===== config.mk =====
export PLATFORM = sky130hd
export DESIGN_NAME = cp0_ext
export DESIGN_NICKNAME = d
export VERILOG_FILES = /design/src/rtl/cp0_pkg.sv /design/src/rtl/cp0_timer.sv /design/src/rtl/cp0_ext.sv
export SDC_FILE = /design/constraint.sdc
export NUM_CORES = 1
export LEC_CHECK = 0
export BUFFER_PORTS_ARGS = -buffer_cell sky130_fd_sc_hd__clkbuf_2
export CAP_MARGIN = 10
export CORE_MARGIN = 3
export CORE_UTILIZATION = 55
export CTS_CLUSTER_DIAMETER = 150
export DETAILED_ROUTE_END_ITERATION = 8
export PLACE_DENSITY = 0.81
export SKIP_CTS_REPAIR_TIMING = 1
export SLEW_MARGIN = 10
export SYNTH_ARGS = -nofsm -noshare
export SYNTH_HDL_FRONTEND = slang
export SYNTH_SLANG_ARGS = --single-unit

===== constraint.sdc =====
create_clock -name Clk -period 2.8 [get_ports Clk]
set_clock_uncertainty 0.15 [all_clocks]
set_input_delay 0.14 -clock Clk [delete_from_list [all_inputs] [get_ports Clk]]
set_output_delay 0.14 -clock Clk [all_outputs]
set_load 0.005 [all_outputs]

===== src/rtl/cp0_pkg.sv =====
// rtl/cp0_pkg.sv - shared CP0 register indices, bit positions and exception codes
package cp0_pkg;

   // CP0 register indices as seen on Addr
   localparam logic [4:0] CP0_BADVADDR = 5'd8;
   localparam logic [4:0] CP0_COUNT    = 5'd9;
   localparam logic [4:0] CP0_COMPARE  = 5'd11;
   localparam logic [4:0] CP0_SR       = 5'd12;
   localparam logic [4:0] CP0_CAUSE    = 5'd13;
   localparam logic [4:0] CP0_EPC      = 5'd14;
   localparam logic [4:0] CP0_PRID     = 5'd15;

   // SR and Cause bit positions
   localparam int SR_IE      = 0;
   localparam int SR_EXL     = 1;
   localparam int CAUSE_BD   = 31;
   localparam int IP_HI      = 15;
   localparam int IP_LO      = 10;
   localparam int EXC_HI     = 6;
   localparam int EXC_LO     = 2;

   // Exception codes
   localparam logic [4:0] EXC_INT  = 5'd0;
   localparam logic [4:0] EXC_ADEL = 5'd4;
   localparam logic [4:0] EXC_ADES = 5'd5;
   localparam logic [4:0] EXC_RI   = 5'd10;
   localparam logic [4:0] EXC_OV   = 5'd12;

   // Assemble the Cause register image from its stored fields
   function automatic logic [31:0] pack_cause(input logic bd,
                                              input logic [5:0] ip,
                                              input logic [4:0] code);
      logic [31:0] c;
      c = '0;
      c[CAUSE_BD]       = bd;
      c[IP_HI:IP_LO]    = ip;
      c[EXC_HI:EXC_LO]  = code;
      return c;
   endfunction

endpackage


===== src/rtl/cp0_timer.sv =====
// rtl/cp0_timer.sv - Count/Compare timer with prescaler and sticky match flag
module cp0_timer
   import cp0_pkg::*;
#(
   parameter int COUNT_DIV = 1,
   parameter bit TIMER_EN  = 1'b1
) (
   input  logic        clk_i,
   input  logic        rst_i,
   input  logic        count_we_i,
   input  logic        compare_we_i,
   input  logic [31:0] wdata_i,
   output logic [31:0] count_o,
   output logic [31:0] compare_o,
   output logic        timer_pend_o
);

   localparam int DIV_W = (COUNT_DIV > 1) ? $clog2(COUNT_DIV) : 1;
   localparam logic [DIV_W-1:0] DIV_LAST = DIV_W'(COUNT_DIV - 1);

   logic [DIV_W-1:0] div_q,     div_d;
   logic [31:0]      count_q,   count_d;
   logic [31:0]      compare_q, compare_d;
   logic             pend_q,    pend_d;
   logic             tick;
   logic             match;

   assign tick  = (div_q == DIV_LAST);
   assign match = TIMER_EN && (count_q == compare_q);

   // Next-state: software writes override the prescaled increment
   always_comb begin
      div_d     = div_q;
      count_d   = count_q;
      compare_d = compare_q;
      pend_d    = pend_q;
      if (count_we_i) begin
         count_d = wdata_i;
         div_d   = '0;
      end else if (tick) begin
         count_d = count_q + 32'd1;
         div_d   = '0;
      end else begin
         div_d   = div_q + DIV_W'(1);
      end
      if (compare_we_i) begin
         compare_d = wdata_i;
         pend_d    = 1'b0;
      end else if (match) begin
         pend_d    = 1'b1;
      end
   end

   // Timer state registers
   always_ff @(posedge clk_i) begin
      if (rst_i) begin
         div_q     <= '0;
         count_q   <= '0;
         compare_q <= '0;
         pend_q    <= 1'b0;
      end else begin
         div_q     <= div_d;
         count_q   <= count_d;
         compare_q <= compare_d;
         pend_q    <= pend_d;
      end
   end

   assign count_o      = count_q;
   assign compare_o    = compare_q;
   assign timer_pend_o = TIMER_EN ? pend_q : 1'b0;

endmodule


===== src/rtl/cp0_ext.sv =====
// rtl/cp0_ext.sv - CP0 exception/interrupt controller with ERET and fetch redirect
module cp0_ext
   import cp0_pkg::*;
#(
   parameter int          NUM_HWINT  = 6,
   parameter logic [31:0] EXC_VECTOR = 32'h0000_4180,
   parameter logic [31:0] PRID_VALUE = 32'h0000_0000,
   parameter int          COUNT_DIV  = 1,
   parameter bit          TIMER_EN   = 1'b1
) (
   input  logic                 Clk,
   input  logic                 Rst,
   input  logic [4:0]           Addr,
   input  logic [31:0]          WData,
   input  logic                 CPWrite,
   input  logic [31:0]          PC_F,
   input  logic [31:0]          nPCAlt_in,
   input  logic                 nPCSel_in,
   input  logic [4:0]           ExcCode,
   input  logic [31:0]          BadVAddr_in,
   input  logic [NUM_HWINT-1:0] HWInt,
   input  logic                 ERet,
   output logic [31:0]          nPCAlt,
   output logic                 nPCSel,
   output logic [31:0]          RData,
   output logic                 ExcStall,
   output logic                 TimerIrq
);

   logic [31:0] sr_q,       sr_d;
   logic [31:0] epc_q,      epc_d;
   logic [31:0] badv_q,     badv_d;
   logic        cause_bd_q, cause_bd_d;
   logic [5:0]  cause_ip_q, cause_ip_d;
   logic [4:0]  cause_ec_q, cause_ec_d;

   logic [5:0]  ext;
   logic [5:0]  ip;
   logic        exc;
   logic        wr_ok;
   logic        timer_pend;
   logic [31:0] count_val;
   logic [31:0] compare_val;

   // Zero-extend the external lines to the full six-bit IP field
   always_comb begin
      ext = '0;
      ext[NUM_HWINT-1:0] = HWInt;
   end

   assign ip    = {timer_pend | ext[5], ext[4:0]};
   assign exc   = ((|(ip & sr_q[IP_HI:IP_LO])) | (ExcCode != EXC_INT))
                  & ~sr_q[SR_EXL] & sr_q[SR_IE];
   // Software writes lose to any exception or ERET in the same cycle
   assign wr_ok = CPWrite & ~exc & ~ERet;

   cp0_timer #(
      .COUNT_DIV (COUNT_DIV),
      .TIMER_EN  (TIMER_EN)
   ) u_timer (
      .clk_i        (Clk),
      .rst_i        (Rst),
      .count_we_i   (wr_ok && (Addr == CP0_COUNT)),
      .compare_we_i (wr_ok && (Addr == CP0_COMPARE)),
      .wdata_i      (WData),
      .count_o      (count_val),
      .compare_o    (compare_val),
      .timer_pend_o (timer_pend)
   );

   // Fetch redirect: exception entry beats ERET beats the pipeline's own override
   always_comb begin
      nPCAlt   = nPCAlt_in;
      nPCSel   = nPCSel_in;
      ExcStall = 1'b0;
      if (exc) begin
         nPCAlt   = EXC_VECTOR;
         nPCSel   = 1'b1;
         ExcStall = 1'b1;
      end else if (ERet) begin
         nPCAlt   = epc_q;
         nPCSel   = 1'b1;
         ExcStall = 1'b1;
      end
   end

   // Register next-state: exception entry, ERET, then MTC0
   always_comb begin
      sr_d       = sr_q;
      epc_d      = epc_q;
      badv_d     = badv_q;
      cause_bd_d = cause_bd_q;
      cause_ip_d = ip;
      cause_ec_d = cause_ec_q;
      if (exc) begin
         // A delay-slot victim restarts at its branch, one word earlier
         epc_d          = nPCSel_in ? (PC_F - 32'd4) : PC_F;
         cause_bd_d     = nPCSel_in;
         sr_d[SR_EXL]   = 1'b1;
         cause_ec_d     = ExcCode;
         if ((ExcCode == EXC_ADEL) || (ExcCode == EXC_ADES)) begin
            badv_d = BadVAddr_in;
         end
      end else if (ERet) begin
         sr_d[SR_EXL] = 1'b0;
      end else if (CPWrite) begin
         case (Addr)
            CP0_SR:  sr_d  = WData;
            CP0_EPC: epc_d = WData;
            default: ;
         endcase
      end
   end

   // Architectural registers
   always_ff @(posedge Clk) begin
      if (Rst) begin
         sr_q       <= '0;
         epc_q      <= '0;
         badv_q     <= '0;
         cause_bd_q <= 1'b0;
         cause_ip_q <= '0;
         cause_ec_q <= '0;
      end else begin
         sr_q       <= sr_d;
         epc_q      <= epc_d;
         badv_q     <= badv_d;
         cause_bd_q <= cause_bd_d;
         cause_ip_q <= cause_ip_d;
         cause_ec_q <= cause_ec_d;
      end
   end

   // MFC0 read mux
   always_comb begin
      RData = '0;
      case (Addr)
         CP0_BADVADDR: RData = badv_q;
         CP0_COUNT:    RData = count_val;
         CP0_COMPARE:  RData = compare_val;
         CP0_SR:       RData = sr_q;
         CP0_CAUSE:    RData = pack_cause(cause_bd_q, cause_ip_q, cause_ec_q);
         CP0_EPC:      RData = epc_q;
         CP0_PRID:     RData = PRID_VALUE;
         default:      RData = '0;
      endcase
   end

   assign TimerIrq = timer_pend;

endmodule


### After elaboration in Yosys (flattened, before gate mapping)

Cells that the tools add are included.
W data, S select, Z words.

| operators by class | value |
|---|---|
| add/subtract/negate cells | 3 |
| eq/ne operators | 11 |
| mux-type cells | 18 |
| bitwise gates (word level) | 11 |
| reductions and logical operators | 15 |

Operator list:

| operator | number |
|---|---|
| $mux W32 | 9 |
| $pmux W32 S6 | 1 |
| $add A32 B1 Y32 const B | 1 |
| $eq A32 B32 Y1 | 1 |
| $sub A32 B3 Y32 const B | 1 |
| $eq A5 B4 Y1 const B | 6 |
| $eq A5 B3 Y1 const B | 2 |
| $and A6 B6 Y6 | 1 |
| $mux W1 | 6 |
| $reduce_bool A3 Y1 | 2 |
| $reduce_or A6 Y1 | 1 |
| $reduce_bool A5 Y1 | 1 |
| $and A1 B1 Y1 | 4 |
| $mux W2 | 2 |
| $ne A2 B1 Y1 const B | 2 |
| $not A1 Y1 | 4 |
| $reduce_and A2 Y1 | 2 |
| $reduce_and A4 Y1 | 1 |
| $reduce_bool A2 Y1 | 2 |
| $reduce_and A3 Y1 | 1 |
| $reduce_or A3 Y1 | 1 |
| $logic_and A1 B1 Y1 | 2 |
| $or A1 B1 Y1 | 2 |
| $reduce_or A2 Y1 | 1 |
| other kinds (2) | 2 |

| storage, ports and cells | value |
|---|---|
| flip-flop bits (word level) | 174 |
| bits of input ports | 149 |
| output and inout port bits | 67 |
| logic and storage cells | 69 |

### Logic depth before layout (Yosys ltp)

Gate-level depths: netlist of the first run.

| depth | value |
|---|---|
| word-level depth | 11 |
| mapped depth | 8 |
| mapped depth without buffers | 7 |

### By module

From an unflattened synthesis of the first run, not the netlist that was laid out.

| second synthesis, totals | value |
|---|---|
| cell total of the unflattened synthesis | 1078 |
| area total of the unflattened synthesis | 9465.3 µm² |

By module, submodules not included:

| module | times used | cells each | area each (µm²) | sequential area each (µm²) |
|---|---|---|---|---|
| cp0_ext | 1 | 709 | 6147.1 | 2162.1 |
| cp0_timer | 1 | 369 | 3318.2 | 1321.3 |

### Worst setup path after synthesis of the first run

No wires, ideal clock.

| timing path | value |
|---|---|
| path type | input-to-reg |
| start | input PC_F[16] |
| end | register epc_q[31] |
| library setup time | 120 ps |
| arrival | 1877 ps |
| required time | 2530 ps |
| slack | 653 ps |
| cell stages on the path | 5 |
| path buffers | 0 |
| cells stage by stage | or4_4 -> nand2b_4 -> or4_4 -> o31a_1 -> o31a_1 |

| between the ends | value |
|---|---|
| longest elaborated chain between the ends | 3 |

RTL lines:

| what | RTL line | RTL |
|---|---|---|
| from (decl) | cp0_ext.sv:16 | `input logic [31:0] PC_F,` |
| $sub A32 B3 Y32 | cp0_ext.sv:97 | `epc_d = nPCSel_in ? (PC_F - 32'd4) : PC_F;` |
| $mux W32 | cp0_ext.sv:97 |  |
| $mux W32 | cp0_ext.sv:95 | `if (exc) begin` |
| to (signal assigned) | cp0_ext.sv:126 | `epc_q <= epc_d;` |
| to (decl) | cp0_ext.sv:31 | `logic [31:0] epc_q, epc_d;` |

No other way between the ends.
A chain may end at the register's enable or synchronous reset.

### Final worst setup path of the first run

| timing path | value |
|---|---|
| start | input HWInt[1] |
| end | output nPCAlt[17] |

| between the ends | value |
|---|---|
| longest elaborated chain between the ends | 6 |

RTL lines:

| what | RTL line | RTL |
|---|---|---|
| from (decl) | cp0_ext.sv:21 | `input logic [NUM_HWINT-1:0] HWInt,` |
| $and A6 B6 Y6 | cp0_ext.sv:52 | `assign exc = ((\|(ip & sr_q[IP_HI:IP_LO])) \| (ExcCode != EXC_INT))` |
| $reduce_or A6 Y1 | cp0_ext.sv:52 |  |
| $or A1 B1 Y1 | cp0_ext.sv:52 |  |
| $and A1 B1 Y1 (2 in a row) | cp0_ext.sv:53 | `& ~sr_q[SR_EXL] & sr_q[SR_IE];` |
| $mux W32 | cp0_ext.sv:76 | `if (exc) begin` |
| to (decl) | cp0_ext.sv:23 | `output logic [31:0] nPCAlt,` |

No other way between the ends.

==> results of run 1 <==
## per-layer routing
layer	up-vias	GRT usage [%]
met5	-	0
met4	0	12.1
met3	135	8.22
met2	777	51.2
met1	4722	47.3
li1	4602	-
## final timing paths
path / startpoint / end / slack, ns / depth (start not counted)
setup / recovery: HWInt[1] / nPCAlt[17] / 0.1 / 8
setup reg to reg: sr_q[0]$_SDFFE_PP0P_ / u_timer.count_o[30]$_SDFFE_PP0P_ / 0.52 / 6
hold reg to reg: sr_q[9]$_SDFFE_PP0P_ / sr_q[9]$_SDFFE_PP0P_ / 0.30 / 2
hold / removal: PC_F[3] / epc_q[5]$_SDFFE_PP0P_ / -0.04 / 4
## critical path: cells and delay by family
kind	cells	cell delay (ns)
buffers and inverters	4	1.10
AO/OA/AOI/OAI	2	0.71
AND/OR/NAND/NOR	2	0.44
## state kept, by name (all words and copies together), names as in the netlist
signal                count
epc_q                    32
sr_q                     32
u_timer.count_o          32
u_timer.div_q             1
cause_ec_q                5
u_timer.compare_o        32
badv_q                   32
u_timer.timer_pend_o      1
cause_bd_q                1
cause_ip_q                6
## layout make-up
class                      instances  share of cell area (%)
inverter                           5                   0.153
sequential                       174                    28.4
clock buffer                      20                    3.64
tap                              216                    2.20
multi-input combinational        864                    44.5
clock inverter                    11                    1.16
timing repair buffer             359                    19.9
## layout by cell type, fill, tap and decap left out, types with 14 or more instances in the layout
cell type and n:
clkbuf_2 214, nand2_1 183, dfxtp_1 174, nor2_1 126, dlygate4sd3_1 101, mux2i_1 90, a21oi_1 87, xnor2_1 60
a22oi_1 58, a211oi_1 45, buf_4 41, xor2_1 27, nand3_1 26, nand4_1 24, a222oi_1 20, clkbuf_16 17
a21o_1 15, nor4_1 14
## cells by family (layout without fill, tap and decap cells)
group,after synthesis,in the layout,synth area share (%)
AND/OR/NAND/NOR,434,434,21.4
AO/OA/AOI/OAI,242,242,17.7
flip-flops,174,174,37.5
multiplexers,98,98,10.7
buffers and inverters,98,395,4.09
XOR/XNOR,87,87,8.21
adder cells (fa/ha/maj),2,2,0.270
other,1,1,0.0404
## stage by stage
step / setup slack [ns] / hold slack [ns] / power [mW]
2_1_floorplan: 0.653 / 0.106 / 2.77
3_3_place_gp: 0.507 / 0.212 / 3.03
3_5_place_dp: 0.486 / 0.219 / 3.03
4_1_cts: 0.0283 / -0.237 / 5.38
5_1_grt: -0.0465 / 0.00358 / 5.66
6_report: 0.0985 / -0.0417 / 5.52
## where the power goes
group / total (mW) / switching [mW] / internal [mW] / leakage [nW]
Clock: 2.41 / 0.989 / 1.42 / 0.286
Combinational: 0.590 / 0.300 / 0.289 / 3.10
Sequential: 2.53 / 0.0275 / 2.50 / 1.40
Total: 5.52 / 1.32 / 4.21 / 4.79
==> out/qor.csv, run 1 <==
metric,value,unit
worst-path fanout max,35,
filler cell count in the final layout,1099,
DRT met1 WL,13600,um
cell area after layout,12300,um2
count of cell types in the netlist,47,
Mapped Cells,1136,
f_max,370,MHz
share of layout cells above drive strength 1,21.6,%
CTS tree,built,
share of the synthesized area in the top cell type,37.5,%
initial cell density of the core,57.4,%
HP Class,input pin to flip-flop,
# IOs,216,
Main synth FF type,dfxtp_1,
Slew @ Worst Pin,0.614,ns
violated checks,negative hold slack,
number of global-route vias before repair,8777,
largest cells by area after synthesis,"dfxtp_1, mux2i_1, nand2_1",
GRT Overall Usage,33.9,%
CP arrival,2.41,ns
clk slew on worst S/H paths,0.06,ns
Root Buffer,clkbuf_16,
total number of vias,10236,
commonest cells in the netlist,"nand2_1, dfxtp_1, nor2_1, mux2i_1, a21oi_1",
Post-DP HPWL,23300,um
Worst VDD drop,0.394,mV
DR WL/cell,21.1,um
routability cong.,0.940,
Hold Slack,-0.0417,ns
Die W,136,um
Syn Area/Cell,8.17,um2
vias per std cell,6.21,
register area,3480,um2
Crit. End Element,primary output,
max_cap viols,0,
die area,18500,um2
final WL,34700,um
drt initial violations,1535,
Post-synth EDFFs,0,
synthesized cell area,9280,um2
"Critical Path, Cell by Cell","dlygate4sd3_1, clkbuf_2, a22oi_1, nand4_1, o21a_4, buf_4, nor2_1, clkbuf_2",
min Tclk post-route,2.70,ns
Async SR Flop Fraction,0,%
total CTS buffers,17,
grt total ovfl,0,
"Cell Count, Final, Fillers Out",1649,
Routed Antenna Nets,0,
initial antenna violation count,0,
# rows,46,
Final Max Tran Viols,0,
"Net Count, Synth",1287,
crit share post-route,96.5,%
Finished Core Util,75.9,%
sequential cell area fraction in the yosys report,37.5,%
met3 routed WL,4030,um
clock buffer depth,2,
Yosys reg bits,174,
Worst path max stage delay,0.55,ns
Buffers on Ports,215,
largest net degree at the start of global routing,67,
Leakage,4.79,nW
clk sinks,174,
fin nets,1572,
Synth Warn #,0,
Placed Cells,1517,
DRT Pass-1 Iters,7,
required time worst endpoint,2.51,ns
worst setup path class,input pin to primary output,
clk_lat worst skew,0.44,ns
Final Setup Violations,0,
# DRC,0,
most frequently used cell type in the post-synthesis netlist,nand2_1,
met2 routed WL,15600,um
H-tree Lvls,4,
relative slew slack,59.0,%
Yosys top cell by area,dfxtp_1,
multi-input logic area,5470,um2
first-pass GRT wire length,48400,um
Most Frequent Cell on Critical Path,clkbuf_2,
Antenna Cells,0,
Die Ht,136,um
Startpoint Class,input pin,
Max Used Layer,met4,
Area Growth Syn to Fin,32.3,%
"Slowest-stage cell, CP",dlygate4sd3_1,
Placed Area,10700,um2
Setup TNS Final,0,ns
Final Hold Vio Count,5,
core area,16200,um2
pwr dens,450,nW/um2
status,finished with violations,
Power figures use the tool's default switching activity.
==> inputs of run 2 (changes only) <==
CORE_ASPECT_RATIO = 1.1   (was default)
CORE_UTILIZATION = 40   (was 55)
PLACE_DENSITY = default   (was 0.81)
==> out/qor.csv, run 2 (synthesis results as in run 1) <==
metric,value,unit
violated checks,negative hold slack,
initial antenna violation count,0,
Antenna Cells,0,
Die W,151,um
# rows,57,
max_cap viols,0,
CP arrival,2.43,ns
combinational cell fraction of total power,10.8,%
required time worst endpoint,2.51,ns
total number of vias,9619,
Routed Antenna Nets,0,
# DRC,0,
Post-DP HPWL,24500,um
clk_lat worst skew,0.43,ns
routability cong.,0.904,
fin nets,1574,
crit share post-route,97.0,%
Setup TNS Final,0,ns
H-tree Lvls,4,
Final Worst Setup Slack,0.0840,ns
status,finished with violations,
clock buffer depth,2,
multi-input logic area,5470,um2
filler cell count in the final layout,2100,
share of layout cells above drive strength 1,21.5,%
HP Class,input pin to flip-flop,
Finished Core Util,55.1,%
Slew @ Worst Pin,0.659,ns
Final Setup Violations,0,
clk slew on worst S/H paths,0.07,ns
"Critical Path, Cell by Cell","dlygate4sd3_1, clkbuf_2, a211oi_2, nand4_1, o21a_4, buf_4, nor2_1, clkbuf_2",
worst-path fanout max,39,
register area,3480,um2
die area,25100,um2
switching power as a share of total power,24.8,%
number of global-route vias before repair,8814,
pre-CTS setup slack,0.465,ns
core area,22500,um2
first-pass GRT wire length,50700,um
Die Ht,166,um
Final Max Tran Viols,0,
Pint,4.07,mW
Final Hold Vio Count,3,
Worst VDD drop,0.347,mV
vias per std cell,5.56,
GRT Overall Usage,25.8,%
relative slew slack,56.0,%
"commonest non-fill, non-tap cell in the layout",clkbuf_2,
clk sinks,174,
# IOs,216,
largest net degree at the start of global routing,67,
Startpoint Class,input pin,
pwr dens,437,nW/um2
DRT Pass-1 Iters,6,
Leakage,4.78,nW
DR WL/cell,19.6,um
Hold Slack,-0.0340,ns
sequential share of power,46.7,%
Crit. End Element,primary output,
CTS tree,built,
grt total ovfl,0,
most frequent cells in the layout,"clkbuf_2, nand2_1, dfxtp_1",
Buffers on Ports,215,
drt initial violations,1005,
total CTS buffers,17,
Worst path max stage delay,0.56,ns
clock share of power,42.5,%
final WL,34000,um
f_max,368,MHz
Area Growth Syn to Fin,33.5,%
"Slowest-stage cell, CP",dlygate4sd3_1,
worst setup path class,input pin to primary output,
Root Buffer,clkbuf_16,
switching pwr,1.34,mW
initial cell density of the core,41.3,%
Most Frequent Cell on Critical Path,clkbuf_2,
min Tclk post-route,2.72,ns
run 2: routing by layer:
| metal | part of all wire, % | up-vias | wire length, um | global-route usage, % |
|---|---|---|---|---|
| li1 | - | 4617 | - | - |
| met1 | 45 | 4500 | 15200 | 37.6 |
| met2 | 44 | 446 | 15000 | 38.1 |
| met3 | 8.2 | 56 | 2790 | 5.43 |
| met4 | 2.7 | 0 | 912 | 8.36 |
| met5 | 0 | - | 0 | 0 |
run 2: worst max-delay path: cells and delay by family:
family / cells / cell delay, ns
compound gates: 2 / 0.70
buf+inv: 4 / 1.15
simple gates: 2 / 0.43
run 2: through the flow:
step	std cells	power, mW	area, um2	hold WS [ns]
after global routing	1731	5.58	12400	0.00542
final	1731	5.41	12400	-0.0340
after detailed placement	1593	3.04	10700	0.221
after CTS	1625	5.32	11300	-0.240
after global placement	1593	3.03	10700	0.214
after floorplan	1136	2.77	9280	0.106
run 2: area by class of cell:
type | instances | area share (%)
flip-flops and latches | 174 | 28.1
clock buffers | 20 | 3.69
inverters | 5 | 0.152
well taps | 295 | 2.98
clock inverters | 12 | 0.899
multi-input cells | 864 | 44.2
repair buffers | 361 | 20.0
run 2: power by group through the flow:
| stage | Sequential (mW) | Combinational (mW) | Clock [mW] |
|---|---|---|---|
| after global routing | 2.53 | 0.631 | 2.42 |
| after detailed placement | 2.58 | 0.455 | 0 |
| after global placement | 2.58 | 0.455 | 0 |
| after CTS | 2.52 | 0.458 | 2.33 |
| final | 2.53 | 0.585 | 2.30 |
| after floorplan | 2.57 | 0.201 | 0 |
run 2: path summary, 6_finish.rpt:
| kind | start | end | slack (ns) | depth (start not counted) |
|---|---|---|---|---|
| setup reg to reg | u_timer.count_o[10]$_SDFFE_PP0P_ | u_timer.count_o[28]$_SDFFE_PP0P_ | 0.55 | 6 |
| hold / removal | PC_F[3] | epc_q[5]$_SDFFE_PP0P_ | -0.03 | 4 |
| hold reg to reg | sr_q[29]$_SDFFE_PP0P_ | sr_q[29]$_SDFFE_PP0P_ | 0.30 | 2 |
| setup / recovery | HWInt[3] | nPCAlt[28] | 0.08 | 8 |
==> inputs of run 3 (changes only) <==
MAX_ROUTING_LAYER = met4   (was default)
SKIP_LAST_GASP = 1   (was default)
==> out/qor.csv, run 3 (synthesis results as in run 1) <==
metric,value,unit
total CTS buffers,17,
Final Max Tran Viols,0,
filler cell count in the final layout,2098,
vias per std cell,5.53,
cell area after layout,12400,um2
clock share of power,42.5,%
initial antenna violation count,0,
die area,25100,um2
r2r worst-path depth,6,
worst setup path class,input pin to primary output,
Post-DP HPWL,24500,um
combinational cell fraction of total power,10.8,%
Final Hold Vio Count,3,
multi-input logic area,5470,um2
fin nets,1574,
"Slowest-stage cell, CP",dlygate4sd3_1,
HP Class,input pin to flip-flop,
Worst VDD drop,0.346,mV
Most Frequent Cell on Critical Path,clkbuf_2,
"commonest non-fill, non-tap cell in the layout",clkbuf_2,
Startpoint Class,input pin,
violated checks,negative hold slack,
clk slew on worst S/H paths,0.07,ns
Die Ht,166,um
R2R Setup Slk,0.55,ns
hold path cells,4,
FF-to-FF Start,u_timer.count_o[10]$_SDFFE_PP0P_,
max_cap viols,0,
reg2reg end,u_timer.count_o[28]$_SDFFE_PP0P_,
DR WL/cell,19.5,um
most frequent cells in the layout,"clkbuf_2, nand2_1, dfxtp_1",
status,finished with violations,
HP Start,PC_F[3],
Crit. End Element,primary output,
# rows,57,
Routed Antenna Nets,0,
pwr dens,437,nW/um2
Hold EP,epc_q[5]$_SDFFE_PP0P_,
routability cong.,0.919,
grt total ovfl,0,
clk_lat worst skew,0.43,ns
Pint,4.07,mW
Die W,151,um
CTS tree,built,
Slew @ Worst Pin,0.642,ns
"Cell Count, Final, Fillers Out",1731,
f_max,368,MHz
drt initial violations,944,
H-tree Lvls,4,
# IOs,216,
worst-path fanout max,39,
required time worst endpoint,2.51,ns
"Critical Path, Cell by Cell","dlygate4sd3_1, clkbuf_2, a211oi_2, nand4_1, o21a_4, buf_4, nor2_1, clkbuf_2",
sequential share of power,46.7,%
# DRC,0,
GRT Overall Usage,26.6,%
relative slew slack,57.2,%
min Tclk post-route,2.71,ns
switching power as a share of total power,24.8,%
Pwr Total,5.41,mW
CP arrival,2.42,ns
clock buffer depth,2,
core area,22500,um2
Area Growth Syn to Fin,33.5,%
Placed Cells,1593,
Hold Slack,-0.0352,ns
Root Buffer,clkbuf_16,
clk sinks,174,
switching pwr,1.34,mW
first-pass GRT wire length,50800,um
crit share post-route,97.0,%
Final Setup Violations,0,
Worst path max stage delay,0.55,ns
Placed Area,10700,um2
largest net degree at the start of global routing,67,
Antenna Cells,0,
Buffers on Ports,215,
Leakage,4.78,nW
share of layout cells above drive strength 1,21.5,%
final WL,33800,um
register area,3480,um2
Finished Core Util,55.1,%
initial cell density of the core,41.3,%
total number of vias,9570,
number of global-route vias before repair,8804,
DRT Pass-1 Iters,6,
## run 3: cell counts in the layout (fill, tap and decap cells not counted)
Identical to the previous run, type by type.
## run 3: how the worst max path moves through the flow
stage                                startpoint  cells past startpoint  slack, ns                      to
after global routing                   HWInt[3]                      8      -0.03              nPCAlt[21]
after floorplan                        PC_F[16]                      5       0.65  epc_q[31]$_SDFFE_PP0P_
after CTS                 sr_q[13]$_SDFFE_PP0P_                      6     -0.007              nPCAlt[23]
after detailed placement  sr_q[13]$_SDFFE_PP0P_                      6       0.47              nPCAlt[23]
final                                  HWInt[3]                      8       0.09              nPCAlt[28]
after global placement    sr_q[13]$_SDFFE_PP0P_                      6       0.46              nPCAlt[23]
## run 3: power by group through the flow
stage               clock network [mW]  logic, mW  registers [mW]
CTS                               2.33      0.458            2.52
finish                            2.30      0.585            2.53
detailed placement                   0      0.455            2.58
global route                      2.43      0.631            2.53
floorplan                            0      0.201            2.57
global placement                     0      0.455            2.58
## run 3: cell type report
cell class | instances | area share [%]
sequential | 174 | 28.1
multi-input combinational | 864 | 44.2
clock buffer | 20 | 3.69
timing repair buffer | 361 | 20.0
tap | 295 | 2.98
inverter | 5 | 0.152
clock inverter | 12 | 0.899
## run 3: per-layer routing
layer,wire [um],global-route usage [%]
met1,15400,37.9
met2,15000,38.0
met3,2590,5.16
met4,922,8.36
met5,0,-
## run 3: critical path, delay by kind of cell
kind                   cells  cell delay, ns
AOI/OAI and AO/OA          2            0.70
and+or+nand+nor            2            0.43
buffers and inverters      4            1.13
## run 3: metrics by stage
| step | setup TNS (ns) | setup WS [ns] |
|---|---|---|
| floorplan | 0 | 0.653 |
| global placement | 0 | 0.462 |
| detailed placement | 0 | 0.465 |
| CTS | -0.00706 | -0.00706 |
| global route | -0.173 | -0.0327 |
| finish | 0 | 0.0851 |
